===== src/rtl/maze_agent_sequencer_if.sv =====
// Signal bundle between the maze agent sequencer and the video pipeline:
// binarized video and neighbour flags in, agent pose and status out.
interface maze_agent_sequencer_if;
   logic       video_frame_valid;
   logic       video_line_valid;
   logic       video_data_valid;
   logic       pix_bin;
   logic       nbr_valid;
   logic [3:0] nbr_open;
   logic [9:0] pose_x;
   logic [9:0] pose_y;
   logic [3:0] pose_dir;
   logic [9:0] start_x;
   logic [9:0] end_x;
   logic       maze_defined;
   logic       pose_update;
   logic [9:0] step_cnt;
   logic       done;
   logic       fail;

   modport master (
      output video_frame_valid, video_line_valid, video_data_valid, pix_bin,
      output nbr_valid, nbr_open,
      input  pose_x, pose_y, pose_dir, start_x, end_x,
      input  maze_defined, pose_update, step_cnt, done, fail
   );

   modport slave (
      input  video_frame_valid, video_line_valid, video_data_valid, pix_bin,
      input  nbr_valid, nbr_open,
      output pose_x, pose_y, pose_dir, start_x, end_x,
      output maze_defined, pose_update, step_cnt, done, fail
   );
endinterface


===== src/rtl/maze_agent_sequencer.sv =====
// Frame-level maze agent controller: measures entry/exit columns from the video,
// then moves the agent one step per frame from the window neighbour flags.
module maze_agent_sequencer #(
   parameter int H_ACTIVE  = 702,
   parameter int START_ROW = 15,
   parameter int END_ROW   = 274,
   parameter int STEP_H    = 8,
   parameter int STEP_V    = 4,
   parameter int MAX_STEPS = 1023
) (
   input  logic                    clk,
   input  logic                    reset,
   maze_agent_sequencer_if.slave   bus
);
   typedef enum logic [1:0] {MEASURE, TRACK, DONE_S, FAIL_S} state_t;

   localparam logic [3:0]  DIR_DOWN  = 4'b1000;
   localparam logic [3:0]  DIR_LEFT  = 4'b0100;
   localparam logic [3:0]  DIR_UP    = 4'b0010;
   localparam logic [3:0]  DIR_RIGHT = 4'b0001;
   localparam logic [10:0] STEP_H_W  = 11'(STEP_H);
   localparam logic [10:0] STEP_V_W  = 11'(STEP_V);
   localparam logic [10:0] X_MAX_W   = 11'(H_ACTIVE - 1);
   localparam logic [10:0] END_ROW_W = 11'(END_ROW);
   localparam logic [8:0]  X_MAX_H   = 9'((H_ACTIVE - 1) >> 1);
   localparam logic [9:0]  POSE_Y0   = 10'(START_ROW + 1);
   localparam logic [9:0]  MAX_STEPS_W = 10'(MAX_STEPS);

   state_t           state_q, state_d;
   logic             fv_q, fv_d, lv_q, lv_d, armed_q, armed_d, pix_prev_q, pix_prev_d;
   logic [9:0]       cnt_h_q, cnt_h_d, cnt_v_q, cnt_v_d;
   // Only halves of L/R are kept: the centre is L[9:1] + R[9:1].
   logic [1:0][8:0]  l_q, l_d, r_q, r_d;
   logic [1:0]       l_ok_q, l_ok_d, r_ok_q, r_ok_d;
   logic [9:0]       start_x_q, start_x_d, end_x_q, end_x_d;
   logic [9:0]       pose_x_q, pose_x_d, pose_y_q, pose_y_d, step_cnt_q, step_cnt_d;
   logic [3:0]       pose_dir_q, pose_dir_d, pend_dir_q, pend_dir_d;
   logic             maze_defined_q, maze_defined_d, pose_update_q, pose_update_d;
   logic             done_q, done_d, fail_q, fail_d, pend_q, pend_d;

   logic             frame_fall, fe, line_fall, eff_pend, move_ok;
   logic [1:0]       row_hit;
   logic [3:0]       rev_dir, open_fwd, next_dir, eff_dir;
   logic [10:0]      nx, ny, dx;
   logic [9:0]       step_next;

   for (genvar gi = 0; gi < 2; gi++) begin : g_row
      assign row_hit[gi] = (cnt_v_q == 10'((gi == 0) ? START_ROW : END_ROW));
   end

   // A frame end only counts once an idle gap has been seen since reset.
   assign frame_fall = fv_q & ~bus.video_frame_valid;
   assign fe         = frame_fall & armed_q;
   assign line_fall  = lv_q & ~bus.video_line_valid;
   assign step_next  = step_cnt_q + 10'd1;

   always_comb begin
      rev_dir  = {pose_dir_q[1], pose_dir_q[0], pose_dir_q[3], pose_dir_q[2]};
      open_fwd = bus.nbr_open & ~rev_dir;
      if ((open_fwd & pose_dir_q) != 4'd0) next_dir = pose_dir_q;
      else if (open_fwd[3])                next_dir = DIR_DOWN;
      else if (open_fwd[0])                next_dir = DIR_RIGHT;
      else if (open_fwd[1])                next_dir = DIR_UP;
      else if (open_fwd[2])                next_dir = DIR_LEFT;
      else if (bus.nbr_open != 4'd0)       next_dir = rev_dir;
      else                                 next_dir = 4'd0;

      eff_pend = bus.nbr_valid | pend_q;
      eff_dir  = bus.nbr_valid ? next_dir : pend_dir_q;

      nx      = {1'b0, pose_x_q};
      ny      = {1'b0, pose_y_q};
      move_ok = 1'b1;
      if (eff_dir[3]) begin
         ny      = {1'b0, pose_y_q} + STEP_V_W;
         move_ok = ~ny[10];
      end else if (eff_dir[0]) begin
         nx      = {1'b0, pose_x_q} + STEP_H_W;
         move_ok = (nx <= X_MAX_W);
      end else if (eff_dir[1]) begin
         move_ok = ({1'b0, pose_y_q} >= STEP_V_W);
         ny      = {1'b0, pose_y_q} - STEP_V_W;
      end else begin
         move_ok = ({1'b0, pose_x_q} >= STEP_H_W);
         nx      = {1'b0, pose_x_q} - STEP_H_W;
      end
      dx = (nx >= {1'b0, end_x_q}) ? (nx - {1'b0, end_x_q}) : ({1'b0, end_x_q} - nx);
   end

   always_comb begin
      state_d        = state_q;
      fv_d           = bus.video_frame_valid;
      lv_d           = bus.video_line_valid;
      armed_d        = armed_q | ~bus.video_frame_valid;
      pix_prev_d     = pix_prev_q;
      cnt_h_d        = cnt_h_q;
      cnt_v_d        = cnt_v_q;
      l_d            = l_q;
      r_d            = r_q;
      l_ok_d         = l_ok_q;
      r_ok_d         = r_ok_q;
      start_x_d      = start_x_q;
      end_x_d        = end_x_q;
      pose_x_d       = pose_x_q;
      pose_y_d       = pose_y_q;
      pose_dir_d     = pose_dir_q;
      step_cnt_d     = step_cnt_q;
      maze_defined_d = maze_defined_q;
      pose_update_d  = 1'b0;
      done_d         = done_q;
      fail_d         = fail_q;
      pend_d         = pend_q;
      pend_dir_d     = pend_dir_q;

      if (line_fall)                 cnt_h_d = 10'd0;
      else if (bus.video_data_valid) cnt_h_d = cnt_h_q + 10'd1;
      if (frame_fall)                cnt_v_d = 10'd0;
      else if (line_fall)            cnt_v_d = cnt_v_q + 10'd1;
      if (line_fall)                 pix_prev_d = 1'b0;
      else if (bus.video_data_valid) pix_prev_d = bus.pix_bin;

      if (state_q == MEASURE && armed_q) begin
         for (int i = 0; i < 2; i++) begin
            if (row_hit[i]) begin
               if (bus.video_data_valid && bus.pix_bin && !pix_prev_q && !l_ok_q[i]) begin
                  l_d[i]    = cnt_h_q[9:1];
                  l_ok_d[i] = 1'b1;
               end
               if (bus.video_data_valid && !bus.pix_bin && pix_prev_q) begin
                  r_d[i]    = 9'((cnt_h_q - 10'd1) >> 1);
                  r_ok_d[i] = 1'b1;
               end
               if (line_fall && pix_prev_q) begin
                  r_d[i]    = X_MAX_H;
                  r_ok_d[i] = 1'b1;
               end
            end
         end
      end

      if (state_q == TRACK && bus.nbr_valid) begin
         pend_d     = 1'b1;
         pend_dir_d = next_dir;
      end

      case (state_q)
         MEASURE: begin
            if (fe) begin
               l_ok_d = 2'b00;
               r_ok_d = 2'b00;
               if (&{l_ok_q, r_ok_q}) begin
                  start_x_d      = {1'b0, l_q[0]} + {1'b0, r_q[0]};
                  end_x_d        = {1'b0, l_q[1]} + {1'b0, r_q[1]};
                  pose_x_d       = {1'b0, l_q[0]} + {1'b0, r_q[0]};
                  pose_y_d       = POSE_Y0;
                  pose_dir_d     = DIR_DOWN;
                  maze_defined_d = 1'b1;
                  pend_d         = 1'b0;
                  state_d        = TRACK;
               end
            end
         end
         TRACK: begin
            if (fe && eff_pend) begin
               pend_d     = 1'b0;
               pend_dir_d = 4'd0;
               if (eff_dir == 4'd0 || !move_ok) begin
                  state_d = FAIL_S;
                  fail_d  = 1'b1;
               end else begin
                  pose_dir_d    = eff_dir;
                  pose_x_d      = nx[9:0];
                  pose_y_d      = ny[9:0];
                  step_cnt_d    = step_next;
                  pose_update_d = 1'b1;
                  if (ny >= END_ROW_W && dx <= STEP_H_W) begin
                     state_d = DONE_S;
                     done_d  = 1'b1;
                  end else if (step_next == MAX_STEPS_W) begin
                     state_d = FAIL_S;
                     fail_d  = 1'b1;
                  end
               end
            end
         end
         default: ;
      endcase
   end

   always_ff @(posedge clk) begin
      if (reset) begin
         state_q <= MEASURE;       fv_q <= 1'b0;        lv_q <= 1'b0;
         armed_q <= 1'b0;          pix_prev_q <= 1'b0;  cnt_h_q <= 10'd0;
         cnt_v_q <= 10'd0;         l_q <= '0;           r_q <= '0;
         l_ok_q <= 2'b00;          r_ok_q <= 2'b00;     start_x_q <= 10'd0;
         end_x_q <= 10'd0;         pose_x_q <= 10'd0;   pose_y_q <= 10'd0;
         pose_dir_q <= 4'd0;       step_cnt_q <= 10'd0; maze_defined_q <= 1'b0;
         pose_update_q <= 1'b0;    done_q <= 1'b0;      fail_q <= 1'b0;
         pend_q <= 1'b0;           pend_dir_q <= 4'd0;
      end else begin
         state_q <= state_d;       fv_q <= fv_d;        lv_q <= lv_d;
         armed_q <= armed_d;       pix_prev_q <= pix_prev_d; cnt_h_q <= cnt_h_d;
         cnt_v_q <= cnt_v_d;       l_q <= l_d;          r_q <= r_d;
         l_ok_q <= l_ok_d;         r_ok_q <= r_ok_d;    start_x_q <= start_x_d;
         end_x_q <= end_x_d;       pose_x_q <= pose_x_d; pose_y_q <= pose_y_d;
         pose_dir_q <= pose_dir_d; step_cnt_q <= step_cnt_d; maze_defined_q <= maze_defined_d;
         pose_update_q <= pose_update_d; done_q <= done_d; fail_q <= fail_d;
         pend_q <= pend_d;         pend_dir_q <= pend_dir_d;
      end
   end

   assign bus.pose_x       = pose_x_q;
   assign bus.pose_y       = pose_y_q;
   assign bus.pose_dir     = pose_dir_q;
   assign bus.start_x      = start_x_q;
   assign bus.end_x        = end_x_q;
   assign bus.maze_defined = maze_defined_q;
   assign bus.pose_update  = pose_update_q;
   assign bus.step_cnt     = step_cnt_q;
   assign bus.done         = done_q;
   assign bus.fail         = fail_q;
endmodule


===== src/flat_wrapper.sv =====
// flat-port wrapper written by rule: the top's interface ports become plain ports
module maze_agent_sequencer_flat 
#(
   parameter int H_ACTIVE  = 702,
   parameter int START_ROW = 15,
   parameter int END_ROW   = 274,
   parameter int STEP_H    = 8,
   parameter int STEP_V    = 4,
   parameter int MAX_STEPS = 1023
)
  (clk, reset, bus_video_frame_valid, bus_video_line_valid, bus_video_data_valid, bus_pix_bin, bus_nbr_valid, bus_nbr_open, bus_pose_x, bus_pose_y, bus_pose_dir, bus_start_x, bus_end_x, bus_maze_defined, bus_pose_update, bus_step_cnt, bus_done, bus_fail);
  maze_agent_sequencer_if bus_i ();
  input  logic clk;
  input  logic reset;
  input wire logic [$bits(bus_i.video_frame_valid)-1:0] bus_video_frame_valid;
  input wire logic [$bits(bus_i.video_line_valid)-1:0] bus_video_line_valid;
  input wire logic [$bits(bus_i.video_data_valid)-1:0] bus_video_data_valid;
  input wire logic [$bits(bus_i.pix_bin)-1:0] bus_pix_bin;
  input wire logic [$bits(bus_i.nbr_valid)-1:0] bus_nbr_valid;
  input wire logic [$bits(bus_i.nbr_open)-1:0] bus_nbr_open;
  output wire logic [$bits(bus_i.pose_x)-1:0] bus_pose_x;
  output wire logic [$bits(bus_i.pose_y)-1:0] bus_pose_y;
  output wire logic [$bits(bus_i.pose_dir)-1:0] bus_pose_dir;
  output wire logic [$bits(bus_i.start_x)-1:0] bus_start_x;
  output wire logic [$bits(bus_i.end_x)-1:0] bus_end_x;
  output wire logic [$bits(bus_i.maze_defined)-1:0] bus_maze_defined;
  output wire logic [$bits(bus_i.pose_update)-1:0] bus_pose_update;
  output wire logic [$bits(bus_i.step_cnt)-1:0] bus_step_cnt;
  output wire logic [$bits(bus_i.done)-1:0] bus_done;
  output wire logic [$bits(bus_i.fail)-1:0] bus_fail;
  assign bus_i.video_frame_valid = bus_video_frame_valid;
  assign bus_i.video_line_valid = bus_video_line_valid;
  assign bus_i.video_data_valid = bus_video_data_valid;
  assign bus_i.pix_bin = bus_pix_bin;
  assign bus_i.nbr_valid = bus_nbr_valid;
  assign bus_i.nbr_open = bus_nbr_open;
  assign bus_pose_x = bus_i.pose_x;
  assign bus_pose_y = bus_i.pose_y;
  assign bus_pose_dir = bus_i.pose_dir;
  assign bus_start_x = bus_i.start_x;
  assign bus_end_x = bus_i.end_x;
  assign bus_maze_defined = bus_i.maze_defined;
  assign bus_pose_update = bus_i.pose_update;
  assign bus_step_cnt = bus_i.step_cnt;
  assign bus_done = bus_i.done;
  assign bus_fail = bus_i.fail;
  maze_agent_sequencer #(.H_ACTIVE(H_ACTIVE), .START_ROW(START_ROW), .END_ROW(END_ROW), .STEP_H(STEP_H), .STEP_V(STEP_V), .MAX_STEPS(MAX_STEPS)) u_core (.clk(clk), .reset(reset), .bus(bus_i));
endmodule

===== config.mk =====
export PLATFORM = sky130hd
export DESIGN_NAME = maze_agent_sequencer_flat
export DESIGN_NICKNAME = d
export VERILOG_FILES = /design/src/rtl/maze_agent_sequencer_if.sv /design/src/rtl/maze_agent_sequencer.sv /design/src/flat_wrapper.sv
export SDC_FILE = /design/constraint.sdc
export NUM_CORES = 1
export LEC_CHECK = 0
export CAP_MARGIN = 10
export CORE_MARGIN = 1.5
export CORE_UTILIZATION = 28
export CTS_BUF_LIST = sky130_fd_sc_hd__clkbuf_8 sky130_fd_sc_hd__clkbuf_16
export DETAILED_ROUTE_END_ITERATION = 10
export GPL_TIMING_DRIVEN = 0
export PLACE_DENSITY_LB_ADDON = 0.12
export REMOVE_ABC_BUFFERS = 1
export SETUP_SLACK_MARGIN = 0.2
export SLEW_MARGIN = 5
export SYNTH_ARGS = -nofsm -noshare
export SYNTH_HDL_FRONTEND = slang
export SYNTH_SLANG_ARGS = --single-unit

===== constraint.sdc =====
create_clock -name clk -period 6.4 [get_ports clk]
set_input_delay 0.64 -clock clk [delete_from_list [all_inputs] [get_ports clk]]
set_output_delay 0.64 -clock clk [all_outputs]
set_load 0.02 [all_outputs]

# [After elaboration in Yosys (flattened, before gate mapping)]
# Index checks and enable logic that the tools add are counted.
[classes] n_bitwise=14 eq_ne=10 muxes=69 addsub=12 reduce_logical=38 order_cmp=6
[op_table] op="two-way mux 10 bit" n=8
[op_table] op="two-way mux 11 bit" n=7
[op_table] op="two-way mux 4 bit" n=14
[op_table] op="case mux 10 bit (2 select lines)" n=2
[op_table] op="adder 10 x 1 -> 10 bit (second input constant)" n=3
[op_table] op="two-way mux 2 bit" n=12
[op_table] op="two-way mux 1 bit" n=21
[op_table] op="adder 9 x 9 -> 10 bit" n=2
[op_table] op="two-way mux 9 bit" n=2
[op_table] op="AND reduction 3 bit" n=5
[op_table] op="AND reduction 4 bit" n=3
[op_table] op="adder 10 x 3 -> 11 bit (second input constant)" n=1
[op_table] op="adder 10 x 4 -> 11 bit (second input constant)" n=1
[op_table] op=">= comparator 11 x 10 -> 1 bit" n=1
[op_table] op=">= comparator 11 x 9 -> 1 bit (second input constant)" n=1
[op_table] op="<= comparator 11 x 10 -> 1 bit (second input constant)" n=1
[op_table] op="<= comparator 11 x 4 -> 1 bit (second input constant)" n=1
[op_table] op="logical AND 1 bit" n=11
[op_table] op="subtractor 10 x 11 -> 11 bit" n=1
[op_table] op="subtractor 10 x 3 -> 11 bit (second input constant)" n=1
[op_table] op="subtractor 10 x 4 -> 11 bit (second input constant)" n=1
[op_table] op="subtractor 11 x 10 -> 11 bit" n=1
[op_table] op="equality test 10 bit (second input constant)" n=1
[op_table] op="equality test 10 x 4 -> 1 bit (second input constant)" n=1
[op_table] op="other kinds (26)" n=47
[word_totals] elab_cells=174 regBits=129 inputBits=11 output_inout_bits=58

# [Longest topological paths before layout]
[logic_depth] depth_word=19 ltp_mapped=20 mapped_depth_nobuf=19

# [Worst setup path after synthesis]
# OpenSTA, ideal clock, no wires.
[synth_timing] path_type="input-to-reg" start="input bus_nbr_open[2]" end="register u_core.state_q[1]" setup_time_ns=0.062 path_stages=19 arrival_ns=4.695 path_buffers=2 setup_slack_ns=1.643 t_required_ns=6.338 cell_sequence="or4_1 nand3_1 o31a_2 o31ai_4 clkbuf_1 nor2_1 xnor2_1 ha_1 clkbuf_1 o21a_1 o31a_1 o41a_1 mux2i_1 or3_1 a2111oi_2 a311oi_1 nor3b_1 o211a_1 o221a_1"
[synth_between] elab_chain_len=19 word_cells_on_any_way=36 classes_between="2 x add/sub; 3 x order compare; 1 x eq/ne; 21 x mux; 2 x bitwise; 7 x reduce/logical"
[synth_lines] element="start: declaration" line_no="flat_wrapper.sv:20" text="input wire logic [$bits(bus_i.nbr_open)-1:0] bus_nbr_open;"
[synth_lines] element="nonzero test 4 bit" line_no="maze_agent_sequencer.sv:65" text="else if (bus.nbr_open != 4'd0) next_dir = rev_dir;"
[synth_lines] element="two-way mux 4 bit" line_no="maze_agent_sequencer.sv:65"
[synth_lines] element="two-way mux 4 bit" line_no="maze_agent_sequencer.sv:64" text="else if (open_fwd[2]) next_dir = DIR_LEFT;"
[synth_lines] element="two-way mux 4 bit" line_no="maze_agent_sequencer.sv:63" text="else if (open_fwd[1]) next_dir = DIR_UP;"
[synth_lines] element="two-way mux 4 bit" line_no="maze_agent_sequencer.sv:62" text="else if (open_fwd[0]) next_dir = DIR_RIGHT;"
[synth_lines] element="two-way mux 4 bit" line_no="maze_agent_sequencer.sv:61" text="else if (open_fwd[3]) next_dir = DIR_DOWN;"
[synth_lines] element="two-way mux 4 bit *" line_no="maze_agent_sequencer.sv:60" text="if ((open_fwd & pose_dir_q) != 4'd0) next_dir = pose_dir_q;"
[synth_lines] element="two-way mux 4 bit *" line_no="maze_agent_sequencer.sv:69" text="eff_dir = bus.nbr_valid ? next_dir : pend_dir_q;"
[synth_lines] element="[... 3 more ...]"
[synth_lines] element="subtractor 10 x 11 -> 11 bit (tied with other cells)" line_no="maze_agent_sequencer.sv:87" text="dx = (nx >= {1'b0, end_x_q}) ? (nx - {1'b0, end_x_q}) : ({1'b0, end_x_q} - nx);"
[synth_lines] element="two-way mux 11 bit" line_no="maze_agent_sequencer.sv:87"
[synth_lines] element="<= comparator 11 x 4 -> 1 bit" line_no="maze_agent_sequencer.sv:176" text="if (ny >= END_ROW_W && dx <= STEP_H_W) begin"
[synth_lines] element="logical AND 1 bit" line_no="maze_agent_sequencer.sv:176"
[synth_lines] element="two-way mux 2 bit" line_no="maze_agent_sequencer.sv:176"
[synth_lines] element="two-way mux 2 bit" line_no="maze_agent_sequencer.sv:167" text="if (eff_dir == 4'd0 || !move_ok) begin"
[synth_lines] element="two-way mux 2 bit" line_no="maze_agent_sequencer.sv:164" text="if (fe && eff_pend) begin"
[synth_lines] element="case mux 2 bit (2 select lines)" line_no="maze_agent_sequencer.sv:146" text="case (state_q)"
[synth_lines] element="end signal: assignment" line_no="maze_agent_sequencer.sv:201" text="state_q <= state_d; fv_q <= fv_d; lv_q <= lv_d;"
[synth_lines] element="end: declaration" line_no="maze_agent_sequencer.sv:29" text="state_t state_q, state_d;"
# Every way passes the cells marked *; elsewhere a longest branch is shown, timed or not. The select of a mux whose other input is x is not followed.
# A chain may end at the register's enable or synchronous reset.

# [Final worst setup path]
# Ends and elaborated chain as after synthesis.

==> results by group <==
Power and ir drop
  – VDD IR max: 0.119 mV
  – Logic gate share of total power: 8.5%
  – NetSw: 486 µW
  – Flop pwr share: 40.4%
  – PD cells: 208 nW/µm²
  – Clock group share of total power: 51.1%
  – Leakage Power: 0.00349 µW
  – Total power: 1980 µW
  – Switching power share of the total: 24.6%
  – Internal power: 1490 µW

Clock tree
  – Skew-Pair Late Insertion Delay: 0.42 ns
  – Clk sinks: 127
  – Clock root buffer: clkbuf_16
  – CTS max path bufs: 2
  – # H-tree levels: 4
  – Clock transition at path regs: 0.06 ns
  – CTS buffer count: 17
  – CTS tree: done
  – Hold_buf cts: 0

Timing
  – Post-route minimum period: 5.73 ns
  – Setup TNS Final: 0 ns
  – Hold Vio Cnt, Final: 0
  – RSZ-0062 raised after global routing: no
  – Setup violators final: 0
  – Max Clock Skew: 0.0137 ns
  – Final Max Slew Viols: 0
  – Rel. slew slack: 23.2%
  – Min Hold Slack: 0.454 ns
  – Worst slew pin tran: 1.15 ns
  – Crit share post-route: 89.6%
  – Setup WS post-layout: 0.666 ns
  – Max Clk Rate: 174 MHz

Logic synthesis
  – Yosys top cell area share: 32.4%
  – Syn Inst Count: 994
  – Avg Cell Area, Syn: 7.90 µm²
  – Yosys reg bits: 127
  – Synth top cells by count: dfxtp_1 (127), nor2_1 (113), nand2_1 (111), a21oi_1 (73), clkbuf_1 (52)
  – Yosys top cell by area: dfxtp_1
  – Ranking of synthesized cells by area: dfxtp_1 (32%), ha_1 (7.8%), nor2_1 (5.4%), nand2_1 (5.3%), a21oi_1 (4.7%)
  – Post-synth EDFFs: 0
  – Async set-reset flop share out of synthesis: 0%
  – Synth unique cells: 78
  – YS warnings: 0
  – Sequential share of the synthesized area: 32.4%
  – Main synth FF type: dfxtp_1
  – Synth Cell Area: 7850 µm²
  – Most common cell in the netlist: dfxtp_1

Place
  – # port buffers: 66
  – Final HPWL DP: 16300 µm
  – Dpl ws: -0.0863 ns
  – RD Place Congestion: 0.811

Floorplanning
  – # rows: 61
  – Die span in y: 170 µm
  – Core ar.: 27700 µm²
  – Initial core utilization: 28.3%
  – Die Width: 170 µm
  – Ports: 69
  – Die ar.: 29000 µm²

Setup path
  – Max stage delay on crit path: 0.64 ns
  – CP Class: in2reg
  – CP required: 6.76 ns
  – Element type at the critical path start: input pin
  – CP max stage cell: or4_1
  – CP Cell Sequence: clkdlybuf4s50_1, or4_1, a311o_2, o21ai_2, nand3_1, a21oi_1, xor2_1, ha_1, or3_1, a211oi_1, a31oi_1, or3_1, a2111oi_2, a311oi_1, nor3b_1, o211a_1, o221a_1
  – CP max FO: 9
  – Delay-heaviest family, CP: simple AND/OR/NAND/NOR gates
  – R2R setup slack: 0.94 ns
  – Worst EP arrival: 6.09 ns
  – Worst Setup End Kind: flop
  – Most frequent cell on the critical path: or3_1
  – Critical path buffers and inverters: 1

Route
  – Vias per cell: 4.84
  – # DRC: 0
  – Via Count: 6899
  – Antenna-violating nets left: 0
  – Initial drt markers: 363
  – DRT Wirelength: 22100 µm
  – WL per Instance: 15.5 µm
  – First-pass DRT Iterations: 5

Global route
  – Initial antenna violation count: 0
  – GRT Util Overall: 16.0%
  – Vias in the first global route: 6726
  – Largest net degree at the start of global routing: 77
  – First-pass GRT wire length: 36500 µm
  – Gr ovfl total: 0

Cells and area
  – Synth-to-Final Area Change: 20.9%
  – FILL cells: 2972
  – Final #Nets: 1095
  – Fin util: 34.3%
  – Antenna diode instance count: 0
  – Share of cells above drive strength 1: 6.31%

Status
  – Run status: finished clean

Flow run
  – MaxCap Viol Count: 0

Min path
  – Hold Crit Class: reg2reg
[metrics by stage]
stage,cell area (µm²),cells
final,9490,1424
after global routing,9490,1424
after CTS,9430,1417
after detailed placement,8820,1385
after global placement,8760,1381
after floorplan,7620,937
[metal layers]
layer	global-route usage, %	vias to the layer above	wire (µm)
met5	0	-	0
met4	5.35	0	473
met3	2.65	25	546
li1	-	3583	-
met2	25.2	97	9830
met1	22.0	3194	11300
[worst register-to-register path, cell delays in order, from the launching register on]
cell       delay (ns)
dfxtp_1          0.50
and3b_4          0.28
o31a_1           0.31
a311o_2          0.42
o21ai_2          0.18
nand3_1          0.20
a21oi_1          0.19
xor2_1           0.42
ha_1             0.43
or3_1            0.39
a211oi_1         0.21
a31oi_1          0.08
or3_1            0.36
a2111oi_2        0.30
a311oi_1         0.09
nor3b_1          0.48
o211a_1          0.36
o221a_1          0.21
[power by group through the flow]
stage | clock [µW] | combinational, µW | sequential [µW]
floorplan | 0 | 110 | 814
global placement | 0 | 165 | 815
detailed placement | 0 | 165 | 815
CTS | 1040 | 166 | 797
global route | 1070 | 186 | 798
finish | 1010 | 168 | 798
[path summary, 6_finish.rpt]
kind                                        end  depth (start not counted)                                 from
max reg2reg      u_core.state_q[1]$_SDFFE_PP0P_                         17  u_core.bus.pose_dir[3]$_SDFFE_PP0P_
max              u_core.state_q[1]$_SDFFE_PP0P_                         17                      bus_nbr_open[2]
min reg2reg  u_core.bus.start_x[0]$_SDFFE_PP0P_                          2   u_core.bus.start_x[0]$_SDFFE_PP0P_
min          u_core.bus.start_x[0]$_SDFFE_PP0P_                          2   u_core.bus.start_x[0]$_SDFFE_PP0P_
[flip-flops by register name, summed over array words and instances, names as in the netlist, 2 cells and up]
register and count:
u_core.l_ok_q 2, u_core.bus.pose_x 10, u_core.r_q 18, u_core.bus.step_cnt 10, u_core.l_q 18, u_core.bus.pose_y 8
u_core.r_ok_q 2, u_core.bus.start_x 10, u_core.state_q 2, u_core.pend_dir_q 4, u_core.cnt_h_q 10, u_core.bus.pose_dir 4
u_core.cnt_v_q 10, u_core.bus.end_x 10
[cells by family after synthesis]
logic type	count (synthesis)	synth area share, %
and+or+nand+nor	395	24.1
muxes	28	3.57
xor gates and xnor gates	59	6.58
AOI/OAI and AO/OA	226	19.7
DFF	127	32.4
other	1	0.0478
adders and majority gates	51	8.32
buffers and inverters	107	5.29
[cells in the final DEF (no fill, tap or decap), types with 4 or more instances in the layout]
cell type,instances
ha_1,49
a211oi_1,11
or3_1,14
and3_1,10
nor3b_1,4
o32ai_1,6
buf_4,8
nor3_1,30
nor4_1,15
nand2_1,111
clkbuf_16,17
o21ai_0,33
xor2_1,25
inv_1,49
mux2i_1,28
o21a_1,9
a21oi_1,73
or4_1,5
nor2b_1,16
o31a_1,6
nor2_1,112
dfxtp_1,127
a21o_1,17
clkdlybuf4s50_1,65
nand2b_1,9
a311oi_1,11
nand3_1,33
and2_1,6
nand4_1,10
and3b_1,4
o22ai_1,4
a31oi_1,8
xnor2_1,34
[repair_timing]
item / CTS / global route
endpoints found under the hold margin: 0 / 0
setup endpoints to repair: 0 / 4
buffers inserted: 0 / 4
resized for setup: 0 / 1
[area by class of cell]
cell class              count  area (µm²)  area share (%)
clock buffers              19         453            4.77
flip-flops and latches    127        2540            26.8
inverters                  49         184            1.94
clock inverters            13         163            1.71
repair buffers             77         766            8.07
multi-input cells         761        4910            51.7
well taps                 378         473            4.98
No activity file was read; power rests on OpenSTA's default activity.
